## src/rtl/mem_word_access_pkg.sv

```systemverilog
// Shared types and constants for the 16-bit word access engine over a byte-wide memory.
// Word and byte widths, FSM state encoding, default timeout and the byte lane helpers.
package mem_word_access_pkg;

    localparam int WORD_W          = 16;
    localparam int BYTE_W          = 8;
    localparam int TIMER_W         = 8;
    localparam int DEFAULT_TIMEOUT = 15;

    typedef enum logic [1:0] {
        ST_IDLE  = 2'd0,
        ST_BYTE0 = 2'd1,
        ST_BYTE1 = 2'd2,
        ST_DONE  = 2'd3
    } state_t;

    // Upper lane lives at base+1; the increment wraps naturally at 16 bits.
    function automatic logic [WORD_W-1:0] byte_addr(input logic [WORD_W-1:0] base,
                                                     input logic              upper);
        return upper ? base + WORD_W'(1) : base;
    endfunction

    function automatic logic [BYTE_W-1:0] byte_sel(input logic [WORD_W-1:0] word,
                                                   input logic              upper);
        return upper ? word[WORD_W-1:BYTE_W] : word[BYTE_W-1:0];
    endfunction

endpackage

```

## src/rtl/mem_wait_timer.sv

```systemverilog
// Wait-state down-counter: reloaded on every byte-state entry, counts MemReady-low cycles.
// expired flags that the current low cycle is the last one allowed before abort.
module mem_wait_timer
    import mem_word_access_pkg::*;
#(
    parameter int W     = TIMER_W,
    parameter int START = DEFAULT_TIMEOUT
) (
    input  logic clk,
    input  logic rst_n,
    input  logic clear,
    input  logic dec,
    output logic expired
);

    logic [W-1:0] count;

    always_ff @(posedge clk or negedge rst_n) begin
        if (!rst_n) begin
            count <= W'(START);
        end else if (clear) begin
            count <= W'(START);
        end else if (dec && (count != '0)) begin
            count <= count - W'(1);
        end
    end

    assign expired = (count <= W'(1));

endmodule

```

## src/rtl/mem_word_access.sv

```systemverilog
// Splits a 16-bit word read/write into two little-endian byte accesses on an 8-bit memory.
// Handshake with the control unit is Start/Busy/Done; Error flags a wait-state timeout abort.
//
// Handshake: start is sampled only in IDLE; busy spans the byte states and the done cycle;
// done is a single-cycle pulse with error valid alongside it. On the memory side a byte
// access completes on any cycle where mem_ready is high while the strobe is asserted.
module mem_word_access
    import mem_word_access_pkg::*;
#(
    parameter int TIMEOUT  = DEFAULT_TIMEOUT,
    parameter bit HI_FIRST = 1'b0
) (
    input  logic              clk,
    input  logic              rst_n,
    input  logic              start,
    input  logic              write,
    input  logic [WORD_W-1:0] address,
    input  logic [WORD_W-1:0] wdata,
    output logic              busy,
    output logic              done,
    output logic              error,
    output logic [WORD_W-1:0] rdata,
    output logic [WORD_W-1:0] mem_addr,
    output logic              mem_rd,
    output logic              mem_wr,
    output logic [BYTE_W-1:0] mem_wdata,
    input  logic [BYTE_W-1:0] mem_rdata,
    input  logic              mem_ready,
    output state_t            dbg_state
);

    state_t state_q;
    state_t state_d;

    logic              op_write_q;
    logic [WORD_W-1:0] op_addr_q;
    logic [WORD_W-1:0] op_wdata_q;
    logic [BYTE_W-1:0] first_byte_q;

    logic accept;
    logic in_byte;
    logic in_byte_d;
    logic timer_clear;
    logic timer_dec;
    logic timer_expired;
    logic timeout_hit;

    logic              eff_write;
    logic [WORD_W-1:0] eff_addr;
    logic [WORD_W-1:0] eff_wdata;
    logic              upper_d;

    logic              busy_d;
    logic              done_d;
    logic              error_d;
    logic              mem_rd_d;
    logic              mem_wr_d;
    logic [WORD_W-1:0] mem_addr_d;
    logic [BYTE_W-1:0] mem_wdata_d;

    assign accept      = (state_q == ST_IDLE) && start;
    assign in_byte     = (state_q == ST_BYTE0) || (state_q == ST_BYTE1);
    assign timeout_hit = in_byte && !mem_ready && timer_expired;
    assign dbg_state   = state_q;

    // State register
    always_ff @(posedge clk or negedge rst_n) begin
        if (!rst_n) begin
            state_q <= ST_IDLE;
        end else begin
            state_q <= state_d;
        end
    end

    // Next-state logic
    always_comb begin
        state_d = state_q;
        case (state_q)
            ST_IDLE: begin
                if (start) state_d = ST_BYTE0;
            end
            ST_BYTE0: begin
                if (mem_ready)          state_d = ST_BYTE1;
                else if (timer_expired) state_d = ST_DONE;
            end
            ST_BYTE1: begin
                if (mem_ready || timer_expired) state_d = ST_DONE;
            end
            ST_DONE: begin
                state_d = ST_IDLE;
            end
            default: state_d = ST_IDLE;
        endcase
    end

    // Output logic: next values of the registered outputs. On the accepting edge the
    // request fields are taken straight from the ports so BYTE0 strobes appear at once.
    always_comb begin
        eff_write   = accept ? write   : op_write_q;
        eff_addr    = accept ? address : op_addr_q;
        eff_wdata   = accept ? wdata   : op_wdata_q;
        in_byte_d   = (state_d == ST_BYTE0) || (state_d == ST_BYTE1);
        upper_d     = (state_d == ST_BYTE1) ^ HI_FIRST;

        busy_d      = (state_d != ST_IDLE);
        done_d      = (state_d == ST_DONE);
        error_d     = done_d && timeout_hit;
        mem_rd_d    = in_byte_d && !eff_write;
        mem_wr_d    = in_byte_d && eff_write;
        mem_addr_d  = mem_addr;
        mem_wdata_d = mem_wdata;
        if (in_byte_d) begin
            mem_addr_d  = byte_addr(eff_addr, upper_d);
            mem_wdata_d = byte_sel(eff_wdata, upper_d);
        end
    end

    always_ff @(posedge clk or negedge rst_n) begin
        if (!rst_n) begin
            busy      <= 1'b0;
            done      <= 1'b0;
            error     <= 1'b0;
            mem_rd    <= 1'b0;
            mem_wr    <= 1'b0;
            mem_addr  <= '0;
            mem_wdata <= '0;
        end else begin
            busy      <= busy_d;
            done      <= done_d;
            error     <= error_d;
            mem_rd    <= mem_rd_d;
            mem_wr    <= mem_wr_d;
            mem_addr  <= mem_addr_d;
            mem_wdata <= mem_wdata_d;
        end
    end

    // Request capture and read assembly
    always_ff @(posedge clk or negedge rst_n) begin
        if (!rst_n) begin
            op_write_q   <= 1'b0;
            op_addr_q    <= '0;
            op_wdata_q   <= '0;
            first_byte_q <= '0;
            rdata        <= '0;
        end else begin
            if (accept) begin
                op_write_q <= write;
                op_addr_q  <= address;
                op_wdata_q <= wdata;
            end
            if ((state_q == ST_BYTE0) && mem_ready) begin
                first_byte_q <= mem_rdata;
            end
            // rdata only moves on a read whose second byte completed; aborts leave it alone.
            if ((state_q == ST_BYTE1) && mem_ready && !op_write_q) begin
                rdata <= HI_FIRST ? {first_byte_q, mem_rdata} : {mem_rdata, first_byte_q};
            end
        end
    end

    assign timer_clear = in_byte_d && (state_d != state_q);
    assign timer_dec   = in_byte && !mem_ready;

    mem_wait_timer #(
        .W     (TIMER_W),
        .START (TIMEOUT)
    ) u_wait_timer (
        .clk     (clk),
        .rst_n   (rst_n),
        .clear   (timer_clear),
        .dec     (timer_dec),
        .expired (timer_expired)
    );

endmodule

```

## config.mk

```make
export PLATFORM = sky130hd
export DESIGN_NAME = mem_word_access
export DESIGN_NICKNAME = d
export VERILOG_FILES = /design/src/rtl/mem_word_access_pkg.sv /design/src/rtl/mem_wait_timer.sv /design/src/rtl/mem_word_access.sv
export SDC_FILE = /design/constraint.sdc
export NUM_CORES = 1
export LEC_CHECK = 0
export CAP_MARGIN = 20
export CORE_MARGIN = 1
export CORE_UTILIZATION = 40
export DETAILED_ROUTE_END_ITERATION = 10
export GPL_ROUTABILITY_DRIVEN = 0
export SYNTH_ARGS = -nofsm -noshare
export SYNTH_HDL_FRONTEND = slang
export SYNTH_HIERARCHICAL = 1
export SYNTH_SLANG_ARGS = --single-unit
```

## constraint.sdc

```tcl
create_clock -name clk -period 7.5 [get_ports clk]
set_input_delay 1.125 -clock clk [delete_from_list [all_inputs] [get_ports clk]]
set_output_delay 1.125 -clock clk [all_outputs]
set_load 0.01 [all_outputs]
```

### Word level (Yosys, flattened, before mapping)

Index checks and enable logic that the tools add are counted.
Widths: inputs -> output; s select.

| storage, ports and cells | value |
|---|---|
| bits in registers | 96 |
| bits of input ports | 45 |
| output and inout port bits | 47 |
| logic and storage cells | 57 |

| operators by class | value |
|---|---|
| add/subtract/negate cells | 2 |
| $lt $le $gt $ge | 1 |
| eq/ne operators | 7 |
| mux-type cells | 12 |
| reduce and logical (&&, ||, !) cells | 21 |

Operators with widths:

| kind | count |
|---|---|
| $mux 16 | 3 |
| $mux 8 | 3 |
| $add 16x1->16 const B | 1 |
| $logic_and 1x1->1 | 11 |
| $eq 2x2->1 const B | 4 |
| $le 8x1->1 const B | 1 |
| $mux 2 | 4 |
| $pmux 2 s4 | 1 |
| $reduce_bool 8->1 | 1 |
| $sub 8x1->8 const B | 1 |
| $eq 2x1->1 const B | 2 |
| $reduce_bool 2->1 | 2 |
| $logic_not 1->1 | 3 |
| $logic_or 1x1->1 | 3 |
| $logic_not 2->1 | 1 |
| $ne 2x2->1 | 1 |
| $mux 1 | 1 |

### Logic depth before layout (Yosys ltp)

| depth | value |
|---|---|
| depth after elaboration | 8 |
| gate-level depth with buffers | 15 |
| depth with buffers taken out | 14 |

### Hierarchy

The synthesis kept the hierarchy.

Modules (own cells, without submodules):

| module | times used | cells an instance | area an instance (µm²) | seq. area each (µm²) |
|---|---|---|---|---|
| mem_word_access | 1 | 300 | 3,951.3 | 2,202.1 |
| mem_wait_timer | 1 | 50 | 505.5 | 205.2 |

### Worst setup path after synthesis

No wires, ideal clock.

| path | value |
|---|---|
| kind | register -> register |
| from | reg u_wait_timer.count[4] |
| to | reg u_wait_timer.count[5] |
| setup time | 0.139 ns |
| arrival time | 3.418 ns |
| required time | 7.361 ns |
| slack | 3.943 ns |
| stages on the path, launching flop included | 15 |
| path buffers | 3 |
| period minus slack after synthesis | 3.557 ns |
| path through | dfrtp_1 -> nor4_1 -> o211a_1 -> nor3_1 -> o21bai_1 -> a21boi_0 -> inv_1 -> ha_1 -> clkbuf_1 -> clkbuf_1 -> o31a_1 -> clkbuf_1 -> inv_1 -> o311ai_0 -> o31ai_1 |

| between the ends | value |
|---|---|
| word-level cells in the longest chain between the ends | 8 |
| elaborated cells between the ends (all ways) | 17 |
| classes of those cells | add/sub: 1; order compare: 1; eq/ne: 3; mux: 6; reduce/logical: 6 |

Ends and longest elaborated chain:

| what | line | text |
|---|---|---|
| start: declaration | mem_wait_timer.sv:16 | `logic [W-1:0] count;` |
| start signal: assignment | mem_wait_timer.sv:20 | `count <= W'(START);` |
| start signal: assignment | mem_wait_timer.sv:22 | `count <= W'(START);` |
| start signal: assignment | mem_wait_timer.sv:24 | `count <= count - W'(1);` |
| $le 8x1->1 (*) | mem_wait_timer.sv:28 | `assign expired = (count <= W'(1));` |
| net timer_expired | mem_word_access.sv:45 | `logic timer_expired;` |
| $mux 2 / $logic_or 1x1->1 (equally long branches) | mem_word_access.sv:84, mem_word_access.sv:87 |  |
| $mux 2, on equally long branches | mem_word_access.sv:83, mem_word_access.sv:87 |  |
| $pmux 2 s4 (*) | mem_word_access.sv:78 | `case (state_q)` |
| net state_d[0] | mem_word_access.sv:33 | `state_t state_d;` |
| $eq 2x1->1 / $eq 2x2->1 (equally long branches) | mem_word_access.sv:102 | `in_byte_d = (state_d == ST_BYTE0) \|\| (state_d == ST_BYTE1);` |
| $logic_or 1x1->1 (*) | mem_word_access.sv:102 |  |
| net in_byte_d | mem_word_access.sv:42 | `logic in_byte_d;` |
| $logic_and 1x1->1 (*) | mem_word_access.sv:162 | `assign timer_clear = in_byte_d && (state_d != state_q);` |
| net timer_clear | mem_word_access.sv:43 | `logic timer_clear;` |
| $mux 8 / $reduce_bool 2->1 (equally long branches) | -- |  |

The timed path passes the listed nets; every way through them passes the cells marked *. The select of a mux whose other input is x is not followed.
A chain may end at the register's enable or synchronous reset.

### Worst setup path in the final report

| path | value |
|---|---|
| from | in mem_ready |
| to | reg mem_addr[15] |

| between the ends | value |
|---|---|
| word-level cells in the longest chain between the ends | 5 |
| elaborated cells between the ends (all ways) | 8 |
| classes of those cells | eq/ne: 2; mux: 4; reduce/logical: 2 |

Ends and longest elaborated chain:

| what | line | text |
|---|---|---|
| start: declaration | mem_word_access.sv:28 | `input logic mem_ready,` |
| $logic_or 1x1->1 | mem_word_access.sv:87 | `if (mem_ready \|\| timer_expired) state_d = ST_DONE;` |
| $mux 2 | mem_word_access.sv:87 |  |
| $pmux 2 s4 (*) | mem_word_access.sv:78 |  |
| net state_d[0] | mem_word_access.sv:33 |  |
| $eq 2x1->1 / $eq 2x2->1 (equally long branches) | mem_word_access.sv:102 |  |
| $logic_or 1x1->1 (*) | mem_word_access.sv:102 |  |
| net in_byte_d | mem_word_access.sv:42 |  |
| end signal: assignment | mem_word_access.sv:133 | `mem_addr <= mem_addr_d;` |
| end: declaration | mem_word_access.sv:23 | `output logic [WORD_W-1:0] mem_addr,` |

The timed path passes the listed nets; every way through them passes the cells marked *.

==> results.tsv <==
metric	value	unit
synth.ff_latch_count	96	
syn_inst	350	
p_leak	0.00241	uW
cts_hold_buffers	0	
syn-num-nets	406	
synth_top_area_share	51.7	%
fin_crit	4.66	ns
drt_iter0_markers	89	
crit_chain	clkdlybuf4s50_1 -> nor3_1 -> o21bai_1 -> a21boi_0 -> inv_1 -> ha_1 -> inv_1 -> or2_0 -> or4_1 -> o2111ai_1	
ys.flop_type	dfrtp_1	
nFillCells	985	
internal-power	1620	uW
core_area	0.0108	sq mm
cts_setup_buffers	0	
grt_max_degree	86	
max-slew-margin-rel	34.1	%
antenna_cells	0	
place_hpwl	6.22	mm
cts_num_sinks	96	
hold_start	op_wdata_q[15]	
worstPathArrival	4.93	ns
period_share	62.2	%
wl	9.03	mm
wl_per_cell	15.5	um
synthMostInstantiatedCell	dfrtp_1	
antenna_found_initial	0	
crit_buf_inv	3	
rsz0062_at_grt	no	
root_buffer	clkbuf_8	
slew_violations	0	
die_y	108	um
core.rowCount	38	
switching_power	894	uW
initial_utilization	41.1	%
dieArea	0.0116	sq mm
die_w	108	um
boundaryPins	92	
p_sw_share	35.6	%
synth_edf_count	0	
hold_violations	0	
seq_area	0.00241	sq mm
finalInstanceArea	0.00569	sq mm
power_frac_clock	13.5	%
ant_nets	0	
worstSkewPairLatency	0.36	ns
cp_slowest_stage_delay	0.96	ns
setup.worst_path.start_class	primary input	
viasPerCell	5.13	
cts_buffers	9	
yosysWarnings	6	
syn-cell-area	0.00446	sq mm
synth.avg_cell_area	12.7	sq um
timing.critical_path.mode_cell	inv_1	
layout.cells.non_filler	584	
grt_pass1_vias	3096	
pwr-share-comb	51.1	%
dp_cells	567	
post_cts_resized	0	
async_flop_share	100	%
syn2layout_area_growth	27.7	%
fin_nets	495	
grtUsageTotal	16.9	%
maxClockFrequency	0.214	GHz
vias	2993	
route.detailed.drc	0	
grt_remaining_overflow	0	
p_seq_share	35.4	%
max_cap_violations	0	
crit_start	mem_ready	
port_buffers	91	
synth-seq-area-share	54.0	%
tritoncts	built	
synthTopCellsByCount	92 x dfrtp_1, 72 x mux2_2, 19 x inv_1	
cp_top_family	buffers and inverters	
crit_required	7.77	ns
setup_viol	0	
drtPass1Iterations	4	
ir_drop	0.000250	V
status	complete, no violations	
critical_path.slowest_cell	ha_1	
setup_tns	0	ns
grt_pass1_wl	15.1	mm
hold_class	flip-flop to flip-flop	
finClkSkew	0.0107	ns
cts-htree-levels	3	
power_density	441	mW/mm^2
yosysTopAreaCell	dfrtp_1	
cp_max_fo	25	
synth_cell_types	59	
tightest_slew	0.989	ns
drive_above_1_share	23.9	%
worstReg2RegStart	u_wait_timer/count[4]	
postPlaceCellArea	0.00547	sq mm
cts_buffer_depth	2	
cp-end-kind	flip-flop	
multiInputGateArea	0.00189	sq mm
path_clk_slew	0.10	ns
crit_type	primary input to flip-flop	
synth_area_leaders	dfrtp_1 52%, mux2_2 18%, ha_1 3.1%, dfstp_2 2.4%, mux2i_1 2.0%	
==> routing by layer <==
| metal | up-vias | share of wire [%] | wire length [um] | GRT usage, % |
|---|---|---|---|---|
| li1 | 1443 | - | - | - |
| met1 | 1470 | 48 | 4350 | 23.1 |
| met2 | 69 | 46 | 4180 | 26.5 |
| met3 | 11 | 4.4 | 401 | 4.30 |
| met4 | 0 | 1.0 | 90 | 4.79 |
| met5 | - | 0 | 0 | 0 |
==> layout by cell type (no fill, tap or decap), types with 3 or more instances in the layout <==
cell type | netlist | final
dfrtp_1 | 92 | 92
clkdlybuf4s50_1 | 0 | 90
mux2_2 | 72 | 72
inv_1 | 19 | 19
nand2_1 | 14 | 14
nor2_1 | 11 | 11
ha_1 | 11 | 11
mux2i_1 | 9 | 9
nor3_1 | 9 | 9
clkbuf_8 | 0 | 9
a21oi_1 | 8 | 8
nand3_1 | 6 | 6
nand4_1 | 5 | 5
or4_1 | 4 | 4
a221o_1 | 4 | 4
xnor2_1 | 4 | 4
dfstp_2 | 4 | 4
nor2b_1 | 3 | 3
xor2_1 | 3 | 3
o21ai_1 | 3 | 3
a31oi_1 | 3 | 3
o311a_1 | 3 | 3
o31ai_1 | 3 | 3
clkinvlp_4 | 0 | 3
buf_4 | 1 | 3
==> power groups by stage <==
stage	registers (uW)	clock network, uW	logic, uW
final	889	339	1280
after global routing	919	374	1420
after global placement	894	0	1270
after floorplan	935	0	812
after CTS	891	353	1300
after detailed placement	900	0	1290
==> final cells by class <==
type / count / area share (%)
Clock buffer: 10 / 2.24
Timing Repair Buffer: 94 / 16.7
Multi-Input combinational cell: 219 / 33.2
Tap cell: 140 / 3.08
Inverter: 19 / 1.25
Clock inverter: 6 / 1.23
Sequential cell: 96 / 42.3
==> cell families (layout without fill, tap and decap cells) <==
kind of cell	after synthesis	in the layout	share of synthesized area [%]
and+or+nand+nor	73	73	9.46
buffers and inverters	35	129	3.62
AOI/OAI and AO/OA	45	45	7.66
DFF	96	96	54.0
muxes	83	83	20.8
adders and majority gates	11	11	3.09
xor gates and xnor gates	7	7	1.38
==> worst paths after layout <==
kind                             endpoint  slack, ns  cells past startpoint
max                          mem_addr[15]       2.84                     10
min                        op_wdata_q[15]       0.50                      1
max reg2reg                  mem_addr[15]       3.07                     12
min reg2reg                op_wdata_q[15]       0.50                      1
max in group asynchronous  op_wdata_q[13]       5.98                      3
min in group asynchronous   op_wdata_q[2]       0.58                      1
==> through the flow <==
step | utilization [%] | worst slack [ns] | power, uW | hold slack (ns)
after floorplan | - | 3.94 | 1750 | 0.467
after detailed placement | 50.4 | 2.44 | 2190 | 0.480
after global routing | 52.5 | 2.48 | 2710 | 0.509
final | 52.5 | 2.84 | 2510 | 0.501
after global placement | 50.4 | 2.54 | 2160 | 0.477
after CTS | 52.2 | 2.83 | 2540 | 0.503
==> worst register-to-register path: cells and delay by family (launching register included) <==
family | cells | cell delay, ns
buffers and inverters | 3 | 0.90
and+or+nand+nor | 4 | 1.19
AOI/OAI and AO/OA | 4 | 0.86
DFF | 1 | 0.44
adders and majority gates | 1 | 0.96
==> registers in the layout, indices dropped and copies added (netlist names), 2 cells and up <==
register            count
op_addr_q              16
rdata                  16
op_wdata_q             16
mem_addr               16
dbg_state               2
first_byte_q            8
mem_wdata               8
u_wait_timer/count      8
Power figures use the tool's default switching activity.
